`config.mk`:
```
export PLATFORM = sky130hd
export DESIGN_NAME = uart_vga_loader
export DESIGN_NICKNAME = d
export VERILOG_FILES = /design/src/rtl/uart_vga_loader_pkg.sv /design/src/rtl/uart_vga_loader_rx.sv /design/src/rtl/uart_vga_loader.sv
export SDC_FILE = /design/constraint.sdc
export NUM_CORES = 1
export LEC_CHECK = 0
export CAP_MARGIN = 30
export CORE_MARGIN = 2
export CORE_UTILIZATION = 62
export DETAILED_ROUTE_END_ITERATION = 6
export PLACE_DENSITY = 0.82
export SETUP_SLACK_MARGIN = 0.4
export SYNTH_ARGS = -nofsm -noshare
export SYNTH_HDL_FRONTEND = slang
export SYNTH_SLANG_ARGS = --single-unit
```
`constraint.sdc`:
```
create_clock -name clk -period 4.6 [get_ports clk]
set_input_delay 0.92 -clock clk [delete_from_list [all_inputs] [get_ports clk]]
set_output_delay 0.92 -clock clk [all_outputs]
set_load 0.01 [all_outputs]
```
`src/rtl/uart_vga_loader_pkg.sv`:
```
// Shared constants and state encodings for the UART-to-display-RAM loader.
// Default geometry matches the uart_vga_ram sizing (736 px / 16 rows, 160-bit rows).
package uart_vga_pkg;

  localparam logic [7:0] SYNC_BYTE         = 8'hA5;
  localparam int         DEF_ROWS          = 46;
  localparam int         DEF_BYTES_PER_ROW = 20;

  typedef enum logic [1:0] {
    R_IDLE,
    R_START,
    R_DATA,
    R_STOP
  } rx_state_t;

  typedef enum logic [1:0] {
    F_SYNC,
    F_DATA,
    F_CHECK
  } frame_state_t;

endpackage

```
`src/rtl/uart_vga_loader_rx.sv`:
```
// UART receiver: 2-flop synchronizer, falling-edge start detect, mid-bit sampling.
// Emits one-cycle rx_valid (good stop bit) or rx_ferr (stop bit low) at the stop sample.
//
// state   | meaning
// R_IDLE  | waiting for a falling edge on the line
// R_START | timing to mid start bit; high there means glitch
// R_DATA  | sampling 8 data bits LSB first
// R_STOP  | sampling the stop bit
module uart_rx
  import uart_vga_pkg::*;
#(
  parameter int CLKS_PER_BIT = 745
) (
  input  logic       clk,
  input  logic       rst,
  input  logic       rx_line,
  output logic [7:0] rx_byte,
  output logic       rx_valid,
  output logic       rx_ferr
);

  localparam int            CW   = $clog2(CLKS_PER_BIT);
  localparam logic [CW-1:0] HALF = CW'(CLKS_PER_BIT / 2 - 1);
  localparam logic [CW-1:0] FULL = CW'(CLKS_PER_BIT - 1);

  rx_state_t     state_q, state_d;
  logic [CW-1:0] cnt_q, cnt_d;
  logic [2:0]    bit_q, bit_d;
  logic [7:0]    shift_q, shift_d;
  logic          valid_d, ferr_d;
  logic          meta_q, sync_q, prev_q;

  // Synchronizer flops reset to the idle-high line level so reset release is not a start edge.
  always_ff @(posedge clk or negedge rst) begin
    if (!rst) begin
      meta_q   <= 1'b1;
      sync_q   <= 1'b1;
      prev_q   <= 1'b1;
      state_q  <= R_IDLE;
      cnt_q    <= '0;
      bit_q    <= '0;
      shift_q  <= '0;
      rx_valid <= 1'b0;
      rx_ferr  <= 1'b0;
    end else begin
      meta_q   <= rx_line;
      sync_q   <= meta_q;
      prev_q   <= sync_q;
      state_q  <= state_d;
      cnt_q    <= cnt_d;
      bit_q    <= bit_d;
      shift_q  <= shift_d;
      rx_valid <= valid_d;
      rx_ferr  <= ferr_d;
    end
  end

  always_comb begin
    state_d = state_q;
    cnt_d   = cnt_q;
    bit_d   = bit_q;
    shift_d = shift_q;
    valid_d = 1'b0;
    ferr_d  = 1'b0;
    unique case (state_q)
      R_IDLE: begin
        if (prev_q && !sync_q) begin
          state_d = R_START;
          cnt_d   = HALF;
        end
      end
      R_START: begin
        if (cnt_q == '0) begin
          if (sync_q) begin
            state_d = R_IDLE;
          end else begin
            state_d = R_DATA;
            cnt_d   = FULL;
            bit_d   = '0;
          end
        end else begin
          cnt_d = cnt_q - CW'(1);
        end
      end
      R_DATA: begin
        if (cnt_q == '0) begin
          shift_d = {sync_q, shift_q[7:1]};
          cnt_d   = FULL;
          if (bit_q == 3'd7) state_d = R_STOP;
          else               bit_d   = bit_q + 3'd1;
        end else begin
          cnt_d = cnt_q - CW'(1);
        end
      end
      R_STOP: begin
        // Leave at the stop sample so back-to-back bytes never lose their start edge.
        if (cnt_q == '0) begin
          valid_d = sync_q;
          ferr_d  = !sync_q;
          state_d = R_IDLE;
        end else begin
          cnt_d = cnt_q - CW'(1);
        end
      end
      default: state_d = R_IDLE;
    endcase
  end

  assign rx_byte = shift_q;

endmodule

```
`src/rtl/uart_vga_loader.sv`:
```
// Frame loader: sync byte, N payload bytes written to display RAM, XOR checksum byte.
// Reports completion/error with one-cycle pulses; aborts on stop-bit error or inter-byte timeout.
//
// state   | meaning
// F_SYNC  | hunting for the sync byte, other bytes dropped
// F_DATA  | writing payload bytes to RAM
// F_CHECK | waiting for the checksum byte
module uart_vga_loader
  import uart_vga_pkg::*;
#(
  parameter int CLKS_PER_BIT  = 745,
  parameter int ROWS          = DEF_ROWS,
  parameter int BYTES_PER_ROW = DEF_BYTES_PER_ROW,
  parameter int TIMEOUT       = 2 ** 20
) (
  input  logic        clk,
  input  logic        rst,
  input  logic        uart_rx,
  output logic [31:0] write_address,
  output logic [7:0]  ram_in,
  output logic        we,
  output logic        frame_done,
  output logic        frame_err,
  output logic        busy
);

  localparam int            N         = ROWS * BYTES_PER_ROW;
  localparam int            CW        = (N > 1) ? $clog2(N) : 1;
  localparam int            TW        = (TIMEOUT > 1) ? $clog2(TIMEOUT) : 1;
  localparam logic [CW-1:0] LAST      = CW'(N - 1);
  localparam logic [TW-1:0] IDLE_LOAD = TW'(TIMEOUT - 1);

  logic [7:0]    rx_byte;
  logic          rx_valid, rx_ferr;

  frame_state_t  state_q, state_d;
  logic [CW-1:0] cnt_q, cnt_d;
  logic [7:0]    csum_q, csum_d;
  logic [TW-1:0] idle_q;
  logic          timeout;
  logic [31:0]   addr_d;
  logic [7:0]    data_d;
  logic          we_d, done_d, err_d;

  uart_rx #(
    .CLKS_PER_BIT(CLKS_PER_BIT)
  ) u_rx (
    .clk     (clk),
    .rst     (rst),
    .rx_line (uart_rx),
    .rx_byte (rx_byte),
    .rx_valid(rx_valid),
    .rx_ferr (rx_ferr)
  );

  // Idle timer counts down between bytes; parked at full load while hunting for sync.
  always_ff @(posedge clk or negedge rst) begin
    if (!rst) begin
      idle_q <= IDLE_LOAD;
    end else if (state_q == F_SYNC || rx_valid) begin
      idle_q <= IDLE_LOAD;
    end else if (idle_q != '0) begin
      idle_q <= idle_q - TW'(1);
    end
  end

  assign timeout = (state_q != F_SYNC) && (idle_q == '0);

  always_ff @(posedge clk or negedge rst) begin
    if (!rst) begin
      state_q       <= F_SYNC;
      cnt_q         <= '0;
      csum_q        <= '0;
      write_address <= '0;
      ram_in        <= '0;
      we            <= 1'b0;
      frame_done    <= 1'b0;
      frame_err     <= 1'b0;
      busy          <= 1'b0;
    end else begin
      state_q       <= state_d;
      cnt_q         <= cnt_d;
      csum_q        <= csum_d;
      write_address <= addr_d;
      ram_in        <= data_d;
      we            <= we_d;
      frame_done    <= done_d;
      frame_err     <= err_d;
      busy          <= (state_d != F_SYNC);
    end
  end

  always_comb begin
    state_d = state_q;
    cnt_d   = cnt_q;
    csum_d  = csum_q;
    addr_d  = write_address;
    data_d  = ram_in;
    we_d    = 1'b0;
    done_d  = 1'b0;
    err_d   = 1'b0;
    unique case (state_q)
      F_SYNC: begin
        if (rx_valid && rx_byte == SYNC_BYTE) begin
          state_d = F_DATA;
          cnt_d   = '0;
          csum_d  = '0;
        end
      end
      F_DATA: begin
        if (rx_ferr || timeout) begin
          err_d   = 1'b1;
          state_d = F_SYNC;
        end else if (rx_valid) begin
          we_d   = 1'b1;
          data_d = rx_byte;
          addr_d = 32'(cnt_q);
          csum_d = csum_q ^ rx_byte;
          cnt_d  = cnt_q + CW'(1);
          if (cnt_q == LAST) state_d = F_CHECK;
        end
      end
      F_CHECK: begin
        if (rx_ferr || timeout) begin
          err_d   = 1'b1;
          state_d = F_SYNC;
        end else if (rx_valid) begin
          done_d  = (rx_byte == csum_q);
          err_d   = (rx_byte != csum_q);
          state_d = F_SYNC;
        end
      end
      default: state_d = F_SYNC;
    endcase
  end

endmodule

```
==> results.cfg <==
[status]
status = complete, no violations

[clocking]
cts_setup_buffers = 0
clock-sinks = 90
clock_latency_ns = 0.36
cts_tree = yes
clk_path_buf_depth = 2
cts_buffers = 9
cts_resized = 0
holdBufCountCts = 0
ctsHtreeMaxLevel = 3
clk_pin_slew_worst_paths_ns = 0.09
root_buffer = clkbuf_8

[worst_setup_path]
critical_path_class = reg2reg
crit_path_start_kind = register
crit_path_end_kind = register
crit_fanout = 24
crit_arrival_ns = 3.17
crit_required_ns = 4.84

[synth]
syn_area_per_cell_sq_um = 10.4
synth_seq_cells = 90
synth_edf_count = 0
yosysUniqueCellTypes = 64
synthFlopType = dfrtp_1
synthArstFlopShare_pct = 100
synth_warnings = 0
synth_area_sq_mm = 0.00494
synth_seq_area_share_pct = 46.2
syn_inst = 476

[sta]
maxSlewHeadroom_pct = 35.5
period_share_pct = 63.5
period_needed_ns = 2.92
setup_viol_count_final = 0
hold_viol_final = 0
finalClockSkew_ns = 0.00989
whs_ns = 0.357
fin_tns_setup_ns = 0
max_freq_mhz = 342
tightest_slew_ns = 0.964
slew_viol_final = 0
grt_setup_unrepaired = no

[floorplan]
start_util_pct = 63.9
die_area_sq_mm = 0.00869
die_w_microns = 93.2
rows = 32
coreArea_sq_mm = 0.00773
pin_count = 47
fp.dieH_microns = 93.2

[flow_run]
drv_cap = 0

[cells_and_area]
final_util_pct = 69.3
diodes = 0
drive_above_1_share_pct = 17.3
fin_nets = 515
area_growth_pct = 8.52

[power]
p_leak_uw = 0.00231
ir_worst_vdd_uv = 289
cellPowerDensity_mw_per_mm2 = 362
power.total_uw = 1940

[grt]
grt_overflow_total = 0
antenna_found_initial = 0
grt_max_degree = 63
track_usage_pct = 23.7
grt_pass1_vias = 3406
grt_pass1_wl_microns = 16400

[routing]
num_vias = 3586
ant_nets = 0
drt-initial-drc-count = 282
viasPerCell = 5.93
firstDrtPassIters = 4
drcViolationCount = 0
wl_per_cell_microns = 15.6
wirelength_microns = 9420

[placement]
gp_congestion = 0.822
dpl.hpwl_microns = 6450
io_buffers = 24

[min_path]
hold_class = reg2reg
## Yosys cell counts (2+ instances only)
cell type	n	share of area [%]
dfstp_2	23	12
or4_1	6	0.91
mux2_4	9	2.7
o31ai_1	11	1.7
or4_4	2	0.46
a2111oi_0	2	0.35
clkbuf_1	7	0.53
o41ai_1	2	0.35
a211oi_1	5	0.76
xor2_1	4	0.71
nand4_1	11	1.4
inv_1	17	1.3
buf_6	2	0.46
nand2_1	32	2.4
nor2b_1	4	0.51
o32ai_1	2	0.35
nor4_1	6	0.76
buf_2	5	0.51
and3_1	7	0.89
dfrtp_1	67	34
o21a_1	4	0.61
a22o_1	6	1.1
ha_1	14	3.5
o21ai_0	29	2.9
nor3_1	8	0.81
nand2b_1	23	2.9
o31ai_2	2	0.51
nor3b_1	5	0.76
nand3_1	16	1.6
or2_2	3	0.38
o211ai_1	4	0.61
or3_1	8	1.0
a21o_1	7	1.1
nor4_4	2	0.86
mux2_2	17	3.9
nor2_1	17	1.3
and2_1	4	0.51
xnor2_1	8	1.4
a21oi_1	27	2.7
buf_4	22	3.3
nand3b_1	3	0.46
## sequential cells by signal (all words and copies together), names as in the netlist, 2 cells and up, named ones only
name and flops:
idle_q 20, u_rx.rx_byte 8, u_rx.bit_q 3, state_q 2
write_address 10, csum_q 8, cnt_q 10, ram_in 8
u_rx.cnt_q 10
## stage by stage
stage	instance area [sq um]	setup WS, ns	std cells
final	5360	1.68	605
after global routing	5360	1.42	605
after CTS	5360	1.69	605
after detailed placement	5160	1.72	589
after global placement	5160	1.82	589
after floorplan	5010	2.50	497
## cell usage in the layout, fill, tap and decap left out, types with 14 or more instances in the layout
master | synthesis | final
dfrtp_1 | 67 | 67
nand2_1 | 32 | 32
o21ai_0 | 29 | 29
a21oi_1 | 27 | 27
nand2b_1 | 23 | 23
dfstp_2 | 23 | 23
clkdlybuf4s50_1 | 0 | 23
conb_1 | 1 | 22
inv_1 | 17 | 17
nor2_1 | 17 | 17
mux2_2 | 17 | 17
nand3_1 | 16 | 16
ha_1 | 14 | 14
## worst paths after layout
kind	startpoint	to	slack (ns)	depth (start not counted)
worst max-delay path	state_q[1]$_DFF_PN0_	ram_in[6]$_DFFE_PN0P_	1.68	5
worst min-delay path	u_rx.meta_q$_DFF_PN1_	u_rx.sync_q$_DFF_PN1_	0.36	0
worst max register to register	state_q[1]$_DFF_PN0_	ram_in[6]$_DFFE_PN0P_	1.68	5
worst min register to register	u_rx.meta_q$_DFF_PN1_	u_rx.sync_q$_DFF_PN1_	0.36	0
max in group asynchronous	rst	u_rx.meta_q$_DFF_PN1_	3.09	2
min in group asynchronous	rst	we$_DFF_PN0_	0.61	1
## area by class of cell
| type | instances | area, sq um |
|---|---|---|
| multi-input combinational | 352 | 2420 |
| fill | 573 | 2370 |
| sequential | 90 | 2280 |
| timing repair buffer | 28 | 268 |
| clock buffer | 11 | 141 |
| tap | 102 | 128 |
| inverter | 17 | 63.8 |
| clock inverter | 5 | 55.1 |
## report_power, final
part	leakage (uW)	switching [uW]	internal, uW	total (uW)
sequential	0.00116	68.3	852	920
combinational	0.00105	291	192	483
clock	0.0000970	273	264	537
total	0.00231	632	1310	1940
## worst max-delay path, stage by stage, from the launching register on
cell     delay (ns)
dfrtp_1        0.43
inv_1          0.10
ha_1           0.70
nor3b_2        0.91
buf_4          0.35
mux2_4         0.31
## logic make-up (layout without fill, tap and decap cells)
logic type	Yosys count	count (layout)	synth area share, %
other	1	22	0.0760
buffers and inverters	55	61	6.46
muxes	27	27	6.82
and+or+nand+nor	168	168	20.3
xor gates and xnor gates	12	12	2.13
adders and majority gates	14	14	3.55
DFF	90	90	46.2
AOI/OAI and AO/OA	109	109	14.4
## metal layers
metal | part of all wire, % | GRT usage [%] | wire (microns)
met5 | 0 | 0 | 0
met4 | 1.7 | 9.19 | 164
met3 | 3.9 | 3.06 | 364
met2 | 47 | 36.1 | 4400
met1 | 48 | 34.6 | 4500
(Power assumes the default switching activity.)
